**src/rtl/arith_unit_mc_pkg.sv**
```systemverilog
// Shared types for the multi-cycle arithmetic unit: opcodes and FSM states.
package arith_unit_pkg;

  typedef enum logic [1:0] {
    OP_ADD  = 2'b00,
    OP_SUB  = 2'b01,
    OP_MAC  = 2'b10,
    OP_ABSD = 2'b11
  } op_t;

  typedef enum logic [1:0] {
    IDLE = 2'b00,
    CALC = 2'b01,
    DONE = 2'b10
  } state_t;

endpackage

```
**src/rtl/arith_unit_mc_if.sv**
```systemverilog
// Operand/result handshake bundle between the register file side (master)
// and the arithmetic unit (slave).
interface arith_unit_mc_if
  import arith_unit_pkg::*;
#(
  parameter int W = 4
);
  logic         in_valid;
  logic         in_ready;
  op_t          op;
  logic [W-1:0] x2;
  logic [W-1:0] x1;
  logic [W-1:0] x0;
  logic         out_valid;
  logic         out_ready;
  logic [W-1:0] f;
  logic         ovf;
  logic         busy;

  modport master (
    output in_valid, op, x2, x1, x0, out_ready,
    input  in_ready, out_valid, f, ovf, busy
  );

  modport slave (
    input  in_valid, op, x2, x1, x0, out_ready,
    output in_ready, out_valid, f, ovf, busy
  );
endinterface

```
**src/rtl/arith_unit_mc_shift_add_mul.sv**
```systemverilog
// Iterative unsigned multiplier: the first partial product is folded in at
// start, then one more per cycle; done is high during the W-th cycle after
// start, when prod already holds the full product.
module shift_add_mul #(
  parameter int W = 4
) (
  input  logic           clk,
  input  logic           rst_n,
  input  logic           start,
  input  logic [W-1:0]   a,
  input  logic [W-1:0]   b,
  output logic [2*W-1:0] prod,
  output logic           done
);
  localparam int CNT_W = $clog2(W + 1);

  logic [2*W-1:0] r_acc;
  logic [2*W-1:0] r_a;
  logic [W-1:0]   r_b;
  logic [CNT_W-1:0] r_cnt;
  logic           r_run;

  assign done = r_run && (r_cnt == CNT_W'(W));
  assign prod = r_acc;

  // Shift-add datapath: multiplicand moves left, multiplier bits move right.
  // NOTE: non-blocking assignments so every register updates from pre-edge values.
  always_ff @(posedge clk or negedge rst_n) begin
    if (!rst_n) begin
      r_acc <= '0;
      r_a   <= '0;
      r_b   <= '0;
      r_cnt <= '0;
      r_run <= 1'b0;
    end else if (start) begin
      r_acc <= b[0] ? {{W{1'b0}}, a} : '0;
      r_a   <= {{(W-1){1'b0}}, a, 1'b0};
      r_b   <= b >> 1;
      r_cnt <= CNT_W'(1);
      r_run <= 1'b1;
    end else if (r_run) begin
      if (done) begin
        r_run <= 1'b0;
      end else begin
        if (r_b[0]) r_acc <= r_acc + r_a;
        r_a   <= r_a << 1;
        r_b   <= r_b >> 1;
        r_cnt <= r_cnt + 1'b1;
      end
    end
  end
endmodule

```
**src/rtl/arith_unit_mc.sv**
```systemverilog
// Multi-cycle 3-operand arithmetic unit. ADD/SUB/ABSD resolve in the accept
// cycle; MAC runs the shift-add multiplier for W cycles before DONE.
module arith_unit_mc
  import arith_unit_pkg::*;
#(
  parameter int W = 4
) (
  input  logic             clk,
  input  logic             rst_n,
  arith_unit_mc_if.slave   bus
);
  localparam int RW = 2 * W + 1;

  state_t         r_state;
  state_t         w_state_nx;
  logic [W-1:0]   r_f;
  logic           r_ovf;
  logic [W-1:0]   r_x0;

  logic           w_accept;
  logic           w_mul_start;
  logic           w_mul_done;
  logic [2*W-1:0] w_prod;
  logic [RW-1:0]  w_x2e, w_x1e, w_x0e;
  logic [RW-1:0]  w_res;
  logic           w_ovf;
  logic [RW-1:0]  w_mac;

  assign w_accept    = (r_state == IDLE) && bus.in_valid;
  assign w_mul_start = w_accept && (bus.op == OP_MAC);

  assign bus.in_ready  = (r_state == IDLE);
  assign bus.out_valid = (r_state == DONE);
  assign bus.busy      = (r_state != IDLE);
  assign bus.f         = r_f;
  assign bus.ovf       = r_ovf;

  assign w_x2e = RW'(bus.x2);
  assign w_x1e = RW'(bus.x1);
  assign w_x0e = RW'(bus.x0);
  assign w_mac = RW'(w_prod) + RW'(r_x0);

  shift_add_mul #(.W(W)) u_mul (
    .clk   (clk),
    .rst_n (rst_n),
    .start (w_mul_start),
    .a     (bus.x2),
    .b     (bus.x1),
    .prod  (w_prod),
    .done  (w_mul_done)
  );

  // Single-cycle datapath for ADD/SUB/ABSD, evaluated on the presented operands.
  // NOTE: every output gets a default first so no latch is inferred.
  always_comb begin
    w_res = '0;
    w_ovf = 1'b0;
    case (bus.op)
      OP_ADD: begin
        w_res = w_x2e + w_x1e + w_x0e;
        w_ovf = |w_res[RW-1:W];
      end
      OP_SUB: begin
        w_res = w_x2e - w_x1e - w_x0e;
        w_ovf = (w_x1e + w_x0e) > w_x2e;
      end
      OP_ABSD: begin
        w_res = ((w_x2e >= w_x1e) ? (w_x2e - w_x1e) : (w_x1e - w_x2e)) + w_x0e;
        w_ovf = |w_res[RW-1:W];
      end
      default: begin
        w_res = '0;
        w_ovf = 1'b0;
      end
    endcase
  end

  // State register.
  always_ff @(posedge clk or negedge rst_n) begin
    if (!rst_n) r_state <= IDLE;
    else        r_state <= w_state_nx;
  end

  // Next-state logic; in_valid is only looked at in IDLE.
  always_comb begin
    w_state_nx = r_state;
    case (r_state)
      IDLE:    if (w_accept)      w_state_nx = (bus.op == OP_MAC) ? CALC : DONE;
      CALC:    if (w_mul_done)    w_state_nx = DONE;
      DONE:    if (bus.out_ready) w_state_nx = IDLE;
      default:                    w_state_nx = IDLE;
    endcase
  end

  // Result registers: written only on DONE entry, held through DONE and IDLE.
  always_ff @(posedge clk or negedge rst_n) begin
    if (!rst_n) begin
      r_f   <= '0;
      r_ovf <= 1'b0;
      r_x0  <= '0;
    end else begin
      if (w_accept) begin
        r_x0 <= bus.x0;
        if (bus.op != OP_MAC) begin
          r_f   <= w_res[W-1:0];
          r_ovf <= w_ovf;
        end
      end
      if ((r_state == CALC) && w_mul_done) begin
        r_f   <= w_mac[W-1:0];
        r_ovf <= |w_mac[RW-1:W];
      end
    end
  end
endmodule
```
**src/flat_wrapper.sv**
```systemverilog
// flat-port wrapper written by rule: the top's interface ports become plain ports
module arith_unit_mc_flat import arith_unit_pkg::*;
#(
  parameter int W = 4
)
  (clk, rst_n, bus_in_valid, bus_op, bus_x2, bus_x1, bus_x0, bus_out_ready, bus_in_ready, bus_out_valid, bus_f, bus_ovf, bus_busy);
  arith_unit_mc_if #(.W(W)) bus_i ();
  input  logic clk;
  input  logic rst_n;
  input wire logic [$bits(bus_i.in_valid)-1:0] bus_in_valid;
  input wire logic [$bits(bus_i.op)-1:0] bus_op;
  input wire logic [$bits(bus_i.x2)-1:0] bus_x2;
  input wire logic [$bits(bus_i.x1)-1:0] bus_x1;
  input wire logic [$bits(bus_i.x0)-1:0] bus_x0;
  input wire logic [$bits(bus_i.out_ready)-1:0] bus_out_ready;
  output wire logic [$bits(bus_i.in_ready)-1:0] bus_in_ready;
  output wire logic [$bits(bus_i.out_valid)-1:0] bus_out_valid;
  output wire logic [$bits(bus_i.f)-1:0] bus_f;
  output wire logic [$bits(bus_i.ovf)-1:0] bus_ovf;
  output wire logic [$bits(bus_i.busy)-1:0] bus_busy;
  assign bus_i.in_valid = bus_in_valid;
  assign bus_i.op = bus_op;
  assign bus_i.x2 = bus_x2;
  assign bus_i.x1 = bus_x1;
  assign bus_i.x0 = bus_x0;
  assign bus_i.out_ready = bus_out_ready;
  assign bus_in_ready = bus_i.in_ready;
  assign bus_out_valid = bus_i.out_valid;
  assign bus_f = bus_i.f;
  assign bus_ovf = bus_i.ovf;
  assign bus_busy = bus_i.busy;
  arith_unit_mc #(.W(W)) u_core (.clk(clk), .rst_n(rst_n), .bus(bus_i));
endmodule
```
**config.mk**
```make
export PLATFORM = sky130hd
export DESIGN_NAME = arith_unit_mc_flat
export DESIGN_NICKNAME = d
export VERILOG_FILES = /design/src/rtl/arith_unit_mc_pkg.sv /design/src/rtl/arith_unit_mc_if.sv /design/src/rtl/arith_unit_mc_shift_add_mul.sv /design/src/rtl/arith_unit_mc.sv /design/src/flat_wrapper.sv
export SDC_FILE = /design/constraint.sdc
export NUM_CORES = 1
export LEC_CHECK = 0
export BUFFER_PORTS_ARGS = -buffer_cell sky130_fd_sc_hd__buf_4
export CAP_MARGIN = 10
export CORE_AREA = 3 3 78 80
export DETAILED_ROUTE_END_ITERATION = 10
export DIE_AREA = 0 0 81 83
export PLACE_DENSITY = 0.77
export REMOVE_ABC_BUFFERS = 1
export SYNTH_ARGS = -nofsm -noshare
export SYNTH_HDL_FRONTEND = slang
export SYNTH_HIERARCHICAL = 1
export SYNTH_SLANG_ARGS = --single-unit
```
**constraint.sdc**
```tcl
create_clock -name clk -period 2.6 [get_ports clk]
set_clock_uncertainty 0.2 [all_clocks]
set_input_delay 0.52 -clock clk [delete_from_list [all_inputs] [get_ports clk]]
set_output_delay 0.52 -clock clk [all_outputs]
set_load 0.01 [all_outputs]
```
Word-level counts from Yosys, hierarchy flattened
Cells that the tools add are included.
- $add $sub $neg: 10
- eq/ne operators: 11
- reduce and logical (&&, ||, !) cells: 18
- $lt $le $gt $ge: 2
- mux-type cells: 31
- operator list (operator ; number):
    8-bit 2-to-1 mux ; 7
    4-bit 2-to-1 mux ; 7
    5-bit OR reduction ; 3
    4-bit case mux with 3 select lines ; 1
    4-bit by 4-bit adder with 5-bit output ; 2
    2-bit nonzero test ; 5
    4-bit by 4-bit subtractor with 5-bit output ; 2
    8-bit by 4-bit adder with 9-bit output ; 1
    9-bit by 4-bit adder with 9-bit output ; 1
    9-bit by 4-bit > comparator with 1-bit output ; 1
    3-bit 2-to-1 mux ; 3
    9-bit 2-to-1 mux ; 1
    8-bit adder ; 1
    2-bit 2-to-1 mux ; 4
    5-bit by 4-bit adder with 6-bit output ; 1
    2-bit == test, second input constant ; 3
    1-bit 2-to-1 mux ; 6
    2-bit != test, second input constant ; 3
    2-bit case mux with 3 select lines ; 1
    3-bit AND reduction ; 2
    2-bit by 1-bit == test with 1-bit output, second input constant ; 2
    4-bit greater-or-equal comparator ; 1
    1-bit logical AND ; 4
    2-bit logical NOT ; 2
    6 further kinds ; 8
- output and inout bits: 8
- register bits after elaboration: 35
- input port bits: 18
- word-level logic and storage cells: 81

Depth between registers and ports, before layout
Gate-level depths: netlist (run 1).
- word-level depth: 8
- depth in mapped cells: 16

Hierarchy
Netlist (run 1), hierarchy kept.
- modules (own cells, without submodules) (module ; sequential area each (um^2) ; cells each ; instances ; area an instance (um^2)):
    arith_unit_mc ; 275.3 ; 201 ; 1 ; 1750.4
    shift_add_mul ; 550.5 ; 130 ; 1 ; 1223.7

Least setup slack after synthesis (run 1)
OpenSTA, ideal clock, no wires.
- path type: input port to flip-flop
- from: input port bus_x2[0]
- to: register u_core.r_ovf, in the netlist u_core/bus.ovf
- setup slack: -0.870 ns
- stages on the path: 15
- arrival: 3.144 ns
- cells stage by stage: inv_1 -> ha_1 -> nor3b_1 -> o21bai_1 -> a21oi_2 -> mux2i_1 -> xnor2_1 -> ha_1 -> a21oi_1 -> nor2b_1 -> nor2_1 -> ha_1 -> nand3b_1 -> a221oi_2 -> a21oi_2
- longest elaborated chain between the ends: 8
- elaborated cells between the ends (all ways): 14
- classes of those cells: 5 x add/sub; 2 x order compare; 5 x mux; 2 x reduce/logical
- RTL lines (element ; line ; source):
    from (decl) ; flat_wrapper.sv:12 ; input wire logic [$bits(bus_i.x2)-1:0] bus_x2;
    4-bit by 4-bit subtractor with 5-bit output, or another cell as far along ; arith_unit_mc.sv:68 ; w_res = ((w_x2e >= w_x1e) ? (w_x2e - w_x1e) : (w_x1e - w_x2e)) + w_x0e;
    9-bit 2-to-1 mux ; arith_unit_mc.sv:68 ;
    9-bit by 4-bit adder with 9-bit output ; arith_unit_mc.sv:68 ;
    5-bit OR reduction ; arith_unit_mc.sv:69 ; w_ovf = |w_res[RW-1:W];
    1-bit case mux with 3 select lines * ; arith_unit_mc.sv:58 ; case (bus.op)
    1-bit 2-to-1 mux * ; arith_unit_mc.sv:104 ; if (bus.op != OP_MAC) begin
    1-bit 2-to-1 mux * ; arith_unit_mc.sv:102 ; if (w_accept) begin
    1-bit 2-to-1 mux * ; arith_unit_mc.sv:109 ; if ((r_state == CALC) && w_mul_done) begin
    to (signal assigned) ; arith_unit_mc.sv:106 ; r_ovf <= w_ovf;
    to (signal assigned) ; arith_unit_mc.sv:111 ; r_ovf <= |w_mac[RW-1:W];
    to (decl) ; arith_unit_mc.sv:17 ; logic r_ovf;
Mark *: on every way between the ends. The rest lies on a longest branch, timed or not. The select of a mux whose other input is x is not followed.
A chain may end at the register's enable or synchronous reset.

Final worst setup path (run 1)
Ends and elaborated chain as after synthesis.

==> metrics.cfg, run 1 <==
[run]
max_cap_viol_count = 0

[cts]
worst_skew_pair.late_latency_ns = 0.28
clkTransAtPathRegs_ns = 0.07
clk_path_buf_depth = 2
cts_num_sinks = 33
htreeDepth = 2
cts_buffers = 5
cts_tree = built
cts_root_buffer = clkbuf_8

[yosys]
synth_top_family_by_area = adder cells
synth_cells = 331
yosysTopAreaCellShare_pct = 27.8
muxShareOfSynthArea_pct = 3.45
synthArstFlopShare_pct = 100
synth-adder-area-share_pct = 24.9
yosys-top-cells-area = dfrtp_1 28%, ha_1 17%, fa_1 8.1%
yosysWarnings = 6
syn_area_um2 = 2970
synth_top_area_cell = dfrtp_1
ys_types = 52
yosys.area_share.simple_pct = 16.6
synth_ff_type = dfrtp_1
ys_seq_elements = 33
synth_compound_area_share_pct = 16.5
synth_most_common_cell = nand2_1
ys_seq_area_share_pct = 27.8
synthXorXnorAreaFrac_pct = 5.01
synth_edf_count = 0
syn_area_per_cell_um2 = 8.99
synth_common_cells = 46 x nand2_1, 40 x ha_1, 34 x inv_1

[critical_path]
path_cells = buf_8, inv_4, ha_4, nor3b_2, o21bai_1, a21oi_2, buf_4, mux2_2, ha_1, nor2b_2, nor2_1, ha_1, nand3b_1, a221oi_2, a21oi_2
cp_slowest_cell = mux2_2
slowest_delay_ns = 0.32
r2r-end = u_core/u_mul/prod[7]$_DFFE_PN0P_
r2r_slack_ns = 0.32
reg2regPathDepth = 7
worstPathMaxFanout = 3
worstSetupPathType = in -> reg
endpoint_kind = flip-flop
crit_start = bus_x2[0]
worst_setup_path_start_kind = primary input
cp.required_ns = 2.57
reg2reg_from = u_core/u_mul/prod[1]$_DFFE_PN0P_
crit_arrival_ns = 3.03

[pwr]
finalPower_mw = 2.94
swShare_pct = 40.7
power_frac_seq_pct = 31.4
power_switching_mw = 1.19
p_per_area_nw_per_um2 = 766
clockPowerShare_pct = 14.5
leakagePower_nw = 1.88
peakVddDrop_mv = 0.443
combPwrFrac_pct = 54.1
internal-power_mw = 1.74

[finish]
n_fill_cell = 455
drive_gt1_share_pct = 26.2
final_nets = 478
num_antenna_cells = 0
fin_cells = 481
area_growth_pct = 28.8

[global_routing]
grt_max_degree = 34
grt_overflow = 0
grt_antenna_before_repair = 0
grt_pass1_vias = 2822
grt_pass1_wl_mm = 12.6
grtUsageTotal_pct = 23.7

[route]
routed_wl_mm = 7.38
vias_per_cell = 5.53
wl_per_cell_um = 15.3
drt.antenna.violating_nets = 0
firstDrtPassIters = 4
drcViolationCount = 0
drt_iter0_drc = 164
vias = 2661

[sta]
setup_tns_ns = -0.934
min_period_ns = 3.06
finalHoldViolations = 0
setup_viol = 3
finalCritPeriodShare_pct = 118
slew_violations = 0
fmax_mhz = 327
worst_slack_ns = -0.462
rsz0062_at_grt = yes
max_slew_margin_pct = 65.4
tightest_slew_ns = 0.506

[die]
pin_count = 26
design.core.area_um2 = 5470
die_w_um = 81
start_util_pct = 54.3
dieArea_um2 = 6720
die_h_um = 83
core.rowCount = 27

[placement]
hpwlAfterDp_mm = 5.79
port_buffers = 25
dp_slack_ns = -1.02
placed_cells = 469
gp_congestion = 0.925

[hold_path]
holdPathStages = 2
min_to = u_core/r_state[1]$_DFFE_PN0P_
min_path_type = in -> reg
min_from = bus_out_ready

[outcome]
violations = setup timing
status = finished, violations left

[stage by stage]
stage          cell area, um2  hold slack, ns  util (%)
2_1_floorplan            2930          0.0244         -
4_1_cts                  3820           0.217      69.8
5_1_grt                  3830           0.222      70.0
6_report                 3830           0.229      70.0
3_5_place_dp             3590           0.288      65.6
3_3_place_gp             3590           0.274      65.6
[flip-flops by register name, summed over array words and instances, names as in the netlist]
signal	count
u_core/u_mul/prod	8
u_core/u_mul/r_b	3
u_core/bus.ovf	1
u_core/r_x0	4
u_core/u_mul/r_a	7
u_core/r_state	2
u_core/u_mul/r_cnt	3
u_core/u_mul/r_run	1
u_core/bus.f	4
[logic make-up (layout without fill, tap and decap cells)]
kind of cell             after synthesis  in the layout
AND/OR/NAND/NOR                      101            101
adder cells (fa/ha/maj)               52             52
flip-flops                            33             33
multiplexers                          10             10
XOR/XNOR                              17             17
buffers and inverters                 42            120
AO/OA/AOI/OAI                         76             76
[worst max-delay path by stage]
stage | end | slack, ns
2_1_floorplan | u_core/bus.ovf$_DFFE_PN0P_ | -0.87
3_3_place_gp | u_core/bus.ovf$_DFFE_PN0P_ | -0.92
3_5_place_dp | u_core/bus.ovf$_DFFE_PN0P_ | -1.02
4_1_cts | u_core/bus.ovf$_DFFE_PN0P_ | -0.42
5_1_grt | u_core/bus.ovf$_DFFE_PN0P_ | -0.60
6_report | u_core/bus.ovf$_DFFE_PN0P_ | -0.46
[what timing repair did]
item                                    in CTS  in global routing
endpoints found under the setup margin       4                  4
setup buffers                                2                  2
pin swaps                                   19                  8
hold endpoints to repair                    33                  0
hold buffers                                 1                  0
resized for setup                           24                  1
[power by group through the flow]
stage / sequential [mW] / clock (mW) / combinational [mW]
CTS: 0.921 / 0.431 / 1.59
finish: 0.922 / 0.426 / 1.59
floorplan: 0.889 / 0 / 1.00
global route: 0.951 / 0.455 / 1.80
detailed placement: 0.928 / 0 / 1.53
global placement: 0.912 / 0 / 1.47
[layout make-up]
type	count	area [um2]	share of cell area, %
clock buffer	7	96.3	2.52
clock inverter	1	5.00	0.131
inverter	34	133	3.46
multi-input combinational	256	2060	53.8
sequential	33	826	21.6
tap	72	90.1	2.35
timing repair buffer	78	619	16.2
[worst max-delay path: cells and delay by family]
family,cells,cell delay [ns]
buf+inv,3,0.29
fa+ha+maj,3,0.75
simple gates,4,0.47
compound gates,4,0.66
mux,1,0.32
[cells in the final DEF, fill, tap and decap left out, types with 2 or more instances in the layout]
| cell | Yosys | layout |
|---|---|---|
| buf_4 | 1 | 72 |
| nand2_1 | 46 | 46 |
| ha_1 | 40 | 36 |
| dfrtp_1 | 33 | 33 |
| inv_1 | 34 | 31 |
| a21oi_1 | 23 | 20 |
| nor2_1 | 17 | 17 |
| o21ai_0 | 17 | 15 |
| xnor2_1 | 13 | 13 |
| fa_1 | 12 | 11 |
| mux2i_1 | 8 | 8 |
| clkbuf_8 | 0 | 7 |
| a21o_1 | 6 | 6 |
| nand3b_1 | 6 | 6 |
| o22ai_1 | 6 | 6 |
| a21oi_2 | 2 | 5 |
| xor2_1 | 4 | 4 |
| nand3_1 | 4 | 4 |
| a31oi_1 | 4 | 4 |
| nor2b_1 | 5 | 4 |
| ha_4 | 0 | 4 |
| buf_6 | 1 | 3 |
| nor4_1 | 3 | 3 |
| nand2b_1 | 3 | 3 |
| nor3b_1 | 4 | 3 |
| a211oi_1 | 3 | 3 |
| inv_4 | 0 | 2 |
| nand4b_1 | 2 | 2 |
| o2111ai_1 | 2 | 2 |
| o211ai_1 | 2 | 2 |
| nand4_1 | 2 | 2 |
| nor3_1 | 2 | 2 |
[metal layers]
| metal | wire, um | track usage [%] | vias up |
|---|---|---|---|
| met5 | 0 | 0 | - |
| met4 | 168 | 8.60 | 0 |
| met3 | 300 | 4.01 | 17 |
| met2 | 3790 | 41.4 | 67 |
| met1 | 3120 | 28.7 | 1273 |
| li1 | - | - | 1304 |
No activity file was read; power rests on OpenSTA's default activity.
==> run 2, diff against run 1 <==
Settings changed: CORE_AREA 3 3 78 80 to 3 3 89 70, DIE_AREA 0 0 81 83 to 0 0 92 73.
==> run 2 against run 1 <==
  * Combinational power is 6% higher
  * Register-to-register slack worse by 0.12 ns
  * Largest power group unchanged
  * Critical endpoint unchanged
  * The flow still finishes with violations (setup timing)
  * Largest cell class unchanged
  * Wire length rose by 9.0%
  * Design area increased by 2.1%
==> metrics.cfg, run 2 (same netlist as run 1, synthesis figures left out) <==
[outcome]
status = finished, violations left
violations = setup timing

[die]
die_h_um = 73  ; -12%
die_w_um = 92  ; +14%
pin_count = 26  ; unchanged
start_util_pct = 55.6  ; +1.2 points
dieArea_um2 = 6720  ; -0.10%
core.rowCount = 23  ; -15%
design.core.area_um2 = 5350  ; -2.2%

[route]
drt.antenna.violating_nets = 0  ; unchanged
firstDrtPassIters = 5  ; +1
vias = 2781  ; +4.5%
wl_per_cell_um = 16.6  ; +8.6%
vias_per_cell = 5.76  ; +4.1%
drt_iter0_drc = 210  ; +28%
routed_wl_mm = 8.04  ; +9.0%
drcViolationCount = 0  ; unchanged

[run]
max_cap_viol_count = 0  ; unchanged

[sta]
finalHoldViolations = 0  ; unchanged
finalCritPeriodShare_pct = 121  ; +3.4 points
setup_viol = 4  ; +1
min_period_ns = 3.15  ; +0.0892 ns
tightest_slew_ns = 0.423  ; -0.0825 ns
worst_slack_ns = -0.551  ; -0.0892 ns
fmax_mhz = 317  ; -2.8%
slew_violations = 0  ; unchanged
fin_hold_ws_ns = 0.227  ; -0.00120 ns
max_slew_margin_pct = 71.8  ; +6.4 points
setup_tns_ns = -1.24  ; -0.304 ns
rsz0062_at_grt = yes

[critical_path]
slowest_delay_ns = 0.31  ; about the same
worstSetupPathType = in -> reg
endpoint_kind = flip-flop
cpMostUsedCell = a21oi_2
cp_slowest_cell = ha_1
crit_arrival_ns = 3.13  ; +0.10 ns
worst_setup_path_start_kind = primary input
cp.required_ns = 2.58  ; about the same
worstPathMaxFanout = 2  ; -1
crit_start = bus_x2[0]
path_cells = buf_8, inv_4, ha_4, nor3b_4, o21bai_1, a21oi_2, mux2i_1, xnor2_1, ha_1, a21oi_2, nor2b_4, nor2_4, ha_4, nand3b_1, a221oi_2, a21oi_2
reg2reg_from = u_core/u_mul/prod[1]$_DFFE_PN0P_

[finish]
fin_cells = 483  ; +0.42%
mostFrequentLayoutCell = buf_4
area_growth_pct = 31.5
finalCoreUtilization_pct = 73.0  ; +3.1 points
final_cell_mix = 67 x buf_4, 46 x nand2_1, 33 x ha_1, 33 x dfrtp_1, 29 x inv_1
n_fill_cell = 389  ; -15%
largest_register_ffs = 8  ; unchanged
drive_gt1_share_pct = 28.4  ; +2.3 points
final_nets = 477  ; -0.21%
num_antenna_cells = 0  ; unchanged

[global_routing]
grt_antenna_before_repair = 0  ; unchanged
grt_max_degree = 34  ; unchanged
grt_overflow = 0  ; unchanged
grtUsageTotal_pct = 25.2  ; +1.5 points
grt_pass1_wl_mm = 13.3  ; +5.4%
grt_pass1_vias = 2763  ; -2.1%

[pwr]
p_per_area_nw_per_um2 = 768  ; +0.21%
power_switching_mw = 1.27  ; +6.3%
internal-power_mw = 1.74  ; -0.40%
combPwrFrac_pct = 56.2  ; +2.1 points
power_frac_seq_pct = 30.8  ; -0.6 points
peakVddDrop_mv = 0.322  ; -27%
swShare_pct = 42.2  ; +1.6 points
clockPowerShare_pct = 13.0  ; -1.5 points
leakagePower_nw = 1.88  ; +0.11%

[cts]
cts_tree = built
worst_skew_pair.late_latency_ns = 0.29  ; about the same
htreeDepth = 2  ; unchanged
cts_num_sinks = 33  ; unchanged
clkTransAtPathRegs_ns = 0.08  ; about the same
cts_root_buffer = clkbuf_8
cts_buffers = 5  ; unchanged
clk_path_buf_depth = 2  ; unchanged

[hold_path]
min_from = bus_out_ready
min_path_type = in -> reg

[placement]
gp_congestion = 0.833  ; -9.9%
hpwlAfterDp_mm = 5.89  ; +1.8%
placed_cells = 470  ; +0.21%
port_buffers = 25  ; unchanged

run 2: cell types whose count changed in the layout (fill, tap and decap cells not counted), moves of 2 or more:
cell	change
inv_1	-2
buf_4	-5
clkbuf_8	-2
ha_4	+2
nor2_1	-2
buf_6	+3
ha_1	-3
nor2_4	+2
run 2: what timing repair did:
item / in CTS / in global routing
hold buffers: 1 / 0
hold endpoints to repair: 33 / 0
pin swaps: 23 / 18
setup buffers: 3 / 2
endpoints found under the setup margin: 4 / 4
gates resized for setup: 39 / 9
run 2: routing by layer:
| layer | track usage, % | vias to the layer above | wire length (um) |
|---|---|---|---|
| met5 | 0 | - | 0 |
| met4 | 9.39 | 0 | 176 |
| met3 | 6.39 | 23 | 583 |
| met2 | 40.5 | 111 | 3710 |
| met1 | 33.2 | 1334 | 3570 |
| li1 | - | 1313 | - |
run 2: area by class of cell:
class                      count  area [um2]  share of cell area (%)
inverter                      34         135                    3.46
multi-input combinational    256        2140                    54.7
sequential                    33         826                    21.1
clock inverter                 3        17.5                   0.448
timing repair buffer          77         631                    16.1
tap                           75        93.8                    2.40
clock buffer                   5        68.8                    1.76
run 2: stage by stage:
step | total power [mW] | setup slack, ns | instance area [um2]
after floorplan | 1.89 | -0.868 | 2930
after global placement | 2.39 | -0.922 | 3580
after detailed placement | 2.46 | -1.08 | 3580
after CTS | 2.94 | -0.447 | 3850
after global routing | 3.25 | -0.670 | 3910
final | 3.00 | -0.551 | 3910
run 2: worst paths after layout:
check                                                    to  slack [ns]  depth (start not counted)
setup / recovery                 u_core/bus.ovf$_DFFE_PN0P_       -0.55                         16
hold / removal                u_core/r_state[1]$_DFFE_PN0P_        0.23                          2
setup reg to reg           u_core/u_mul/prod[7]$_DFFE_PN0P_        0.20                          7
hold reg to reg                  u_core/r_x0[2]$_DFFE_PN0P_        0.29                          2
max in group asynchronous   u_core/u_mul/r_b[0]$_DFFE_PN0P_        1.38                          2
min in group asynchronous        u_core/r_x0[0]$_DFFE_PN0P_        0.52                          2
run 2: worst max-delay path, delay by kind of cell:
family | cells | cell delay (ns)
AO/OA/AOI/OAI | 5 | 0.91
adder cells (fa/ha/maj) | 3 | 0.65
AND/OR/NAND/NOR | 4 | 0.46
multiplexers | 1 | 0.25
XOR/XNOR | 1 | 0.19
buffers and inverters | 2 | 0.15
run 2: power by group through the flow:
stage                     combinational, mW  clock [mW]  sequential, mW
after floorplan                        1.00           0           0.889
after global placement                 1.47           0           0.915
after detailed placement               1.53           0           0.927
after global routing                   1.87       0.425           0.952
final                                  1.69       0.391           0.926
after CTS                              1.62       0.401           0.918
==> run 3, diff against run 2 <==
Settings changed: CORE_AREA 3 3 89 70 to 3 3 136 105, CTS_BUF_LIST from default to sky130_fd_sc_hd__clkbuf_2 sky130_fd_sc_hd__clkbuf_4 sky130_fd_sc_hd__clkbuf_8, DIE_AREA 0 0 92 73 to 0 0 139 108, PLACE_DENSITY 0.77 to 0.41.
==> run 3 against run 2 <==
  * The flow still finishes with violations (setup timing)
  * Design area increased by 2.5%
  * Global-route usage decreased by 14 points
  * Worst hold slack got worse by 0.0031 ns
  * Register-to-register slack improved by 0.09 ns
  * Utilization decreased by 42 points
  * Sequential share of layout area decreased by 0.51 points
  * Die area increased by 120%
  * Clock power increased by 32%
  * Combinational power decreased by 4%
  * Count of clock-buffer cells in the layout increased by 2
  * Critical endpoint unchanged
  * Largest cell class unchanged
  * Highest routed layer unchanged
==> metrics.cfg, run 3 (same netlist as run 1, synthesis figures left out) <==
[pwr]
finalPower_mw = 3.07  ; +2.2%
leakagePower_nw = 1.89  ; +0.56%
p_per_area_nw_per_um2 = 766  ; -0.27%
peakVddDrop_mv = 0.396  ; +23%

[route]
drt.antenna.violating_nets = 0  ; unchanged
vias = 2554  ; -8.2%
wl_per_cell_um = 14.0  ; -16%
firstDrtPassIters = 4  ; -1
wl_met1_mm = 4.54  ; +27%
routed_wl_mm = 8.16  ; +1.5%
wl_met3_um = 310  ; -47%
drcViolationCount = 0  ; unchanged
top_layer = met4
vias_per_cell = 4.40  ; -24%
drt_iter0_drc = 148  ; -30%
dr_wl_met2_mm = 3.23  ; -13%

[outcome]
violations = setup timing
status = finished, violations left

[sta]
setup_tns_ns = -1.00  ; +0.236 ns
worst_slack_ns = -0.510  ; +0.0405 ns
max_slew_margin_pct = 59.5  ; -12 points
tightest_slew_ns = 0.592  ; +0.169 ns
finalHoldViolations = 0  ; unchanged
rsz0062_at_grt = yes
min_period_ns = 3.11  ; -0.0405 ns
slew_violations = 0  ; unchanged
setup_viol = 3  ; -1
fmax_mhz = 322  ; +1.3%
fin_hold_ws_ns = 0.224  ; -0.00314 ns
finalCritPeriodShare_pct = 120  ; -1.6 points

[critical_path]
worstSetupPathType = in -> reg
cp_slowest_cell = ha_1
crit_arrival_ns = 3.08  ; -0.05 ns
path_cells = buf_8, inv_6, ha_4, nor3b_2, o21bai_1, a21oi_2, mux2i_1, xnor2_1, ha_1, a21oi_2, nor2b_1, nor2_1, ha_1, nand3b_1, a221oi_2, a21oi_2
worstPathMaxFanout = 3  ; +1
cp_top_family = adder cells
slowest_delay_ns = 0.33  ; +0.02 ns
cpMostUsedCell = a21oi_2
endpoint_kind = flip-flop
cp.required_ns = 2.57  ; about the same
cp.buffers_inverters = 2  ; unchanged
worst_setup_path_start_kind = primary input

[die]
pin_count = 26  ; unchanged
design.core.area_um2 = 13000  ; +140%
dieArea_um2 = 15000  ; +120%
core.rowCount = 36  ; +57%
start_util_pct = 22.9  ; -33 points
die_h_um = 108  ; +48%
die_w_um = 139  ; +51%

[cts]
clkTransAtPathRegs_ns = 0.07  ; about the same
cts_tree = built
cts_root_buffer = clkbuf_8
clk_path_buf_depth = 2  ; unchanged
cts_num_sinks = 33  ; unchanged
htreeDepth = 2  ; unchanged
worst_skew_pair.late_latency_ns = 0.29  ; about the same
cts_buffers = 5  ; unchanged

[finish]
largest_register_ffs = 8  ; unchanged
mostFrequentLayoutCell = buf_4
final_nets = 479  ; +0.42%
n_fill_cell = 1363  ; +250%
fin_area_um2 = 4010  ; +2.5%
area_growth_pct = 34.7
seqCellArea_um2 = 826  ; unchanged
final_cell_mix = 73 x buf_4, 46 x nand2_1, 35 x ha_1, 33 x dfrtp_1, 30 x inv_1
drive_gt1_share_pct = 27.3  ; -1.1 points
fin_cells = 581  ; +20%
finalCoreUtilization_pct = 30.9  ; -42 points
num_antenna_cells = 0  ; unchanged
multi_input_area_um2 = 2080  ; -2.6%

[global_routing]
grt_overflow = 0  ; unchanged
grt_pass1_vias = 2697  ; -2.4%
grt_max_degree = 34  ; unchanged
grt_pass1_wl_mm = 14.2  ; +6.6%
grtUsageTotal_pct = 11.7  ; -14 points
grt_antenna_before_repair = 0  ; unchanged

[run]
max_cap_viol_count = 0  ; unchanged

[placement]
hpwlAfterDp_mm = 6.65  ; +13%
post_dp_cell_area_um2 = 3720  ; +3.8%
port_buffers = 25  ; unchanged
placed_cells = 568  ; +21%
gp_congestion = 0.812  ; -2.6%
dp_slack_ns = -1.03  ; +0.0518 ns

[hold_path]
min_path_type = in -> reg

[run 3: final timing paths]
kind,from,end,slack [ns],depth (start not counted)
hold reg to reg,u_core/r_x0[3]$_DFFE_PN0P_,u_core/r_x0[3]$_DFFE_PN0P_,0.29,2
hold / removal,bus_out_ready,u_core/r_state[1]$_DFFE_PN0P_,0.22,2
setup reg to reg,u_core/u_mul/prod[1]$_DFFE_PN0P_,u_core/u_mul/prod[7]$_DFFE_PN0P_,0.29,7
setup / recovery,bus_x2[0],u_core/bus.ovf$_DFFE_PN0P_,-0.51,16
max in group asynchronous,rst_n,u_core/u_mul/prod[5]$_DFFE_PN0P_,1.36,2
min in group asynchronous,rst_n,u_core/bus.f[0]$_DFFE_PN0P_,0.52,2
[run 3: timing repair]
action,CTS,global route
hold buffers,1,0
setup endpoints to repair,4,4
endpoints found under the hold margin,33,0
resized for setup,25,6
pin swaps,16,12
setup buffers,2,2
[run 3: where the power goes]
part	internal (mW)	switching, mW
clock	0.323	0.195
combinational	0.797	0.834
sequential	0.728	0.191
[run 3: metal layers]
| metal | vias to the layer above | track usage, % |
|---|---|---|
| met2 | 37 | 16.9 |
| met5 | - | 0 |
| met1 | 1195 | 17.8 |
| li1 | 1313 | - |
| met4 | 0 | 2.72 |
| met3 | 9 | 2.21 |
[run 3: layout make-up]
cell class                      instances  area share [%]
Multi-Input combinational cell        256            52.0
Timing Repair Buffer                   79            15.6
Tap cell                              171            5.34
Inverter                               34            3.44
Clock inverter                          1           0.750
Clock buffer                            7            2.25
Sequential cell                        33            20.6
[run 3: worst register-to-register path: stages (launching register included)]
cell      delay, ns
dfrtp_1        0.44
ha_1           0.26
fa_1           0.40
nand2_1        0.10
a21oi_1        0.11
nor4_1         0.23
nand3b_1       0.16
mux2_1         0.32
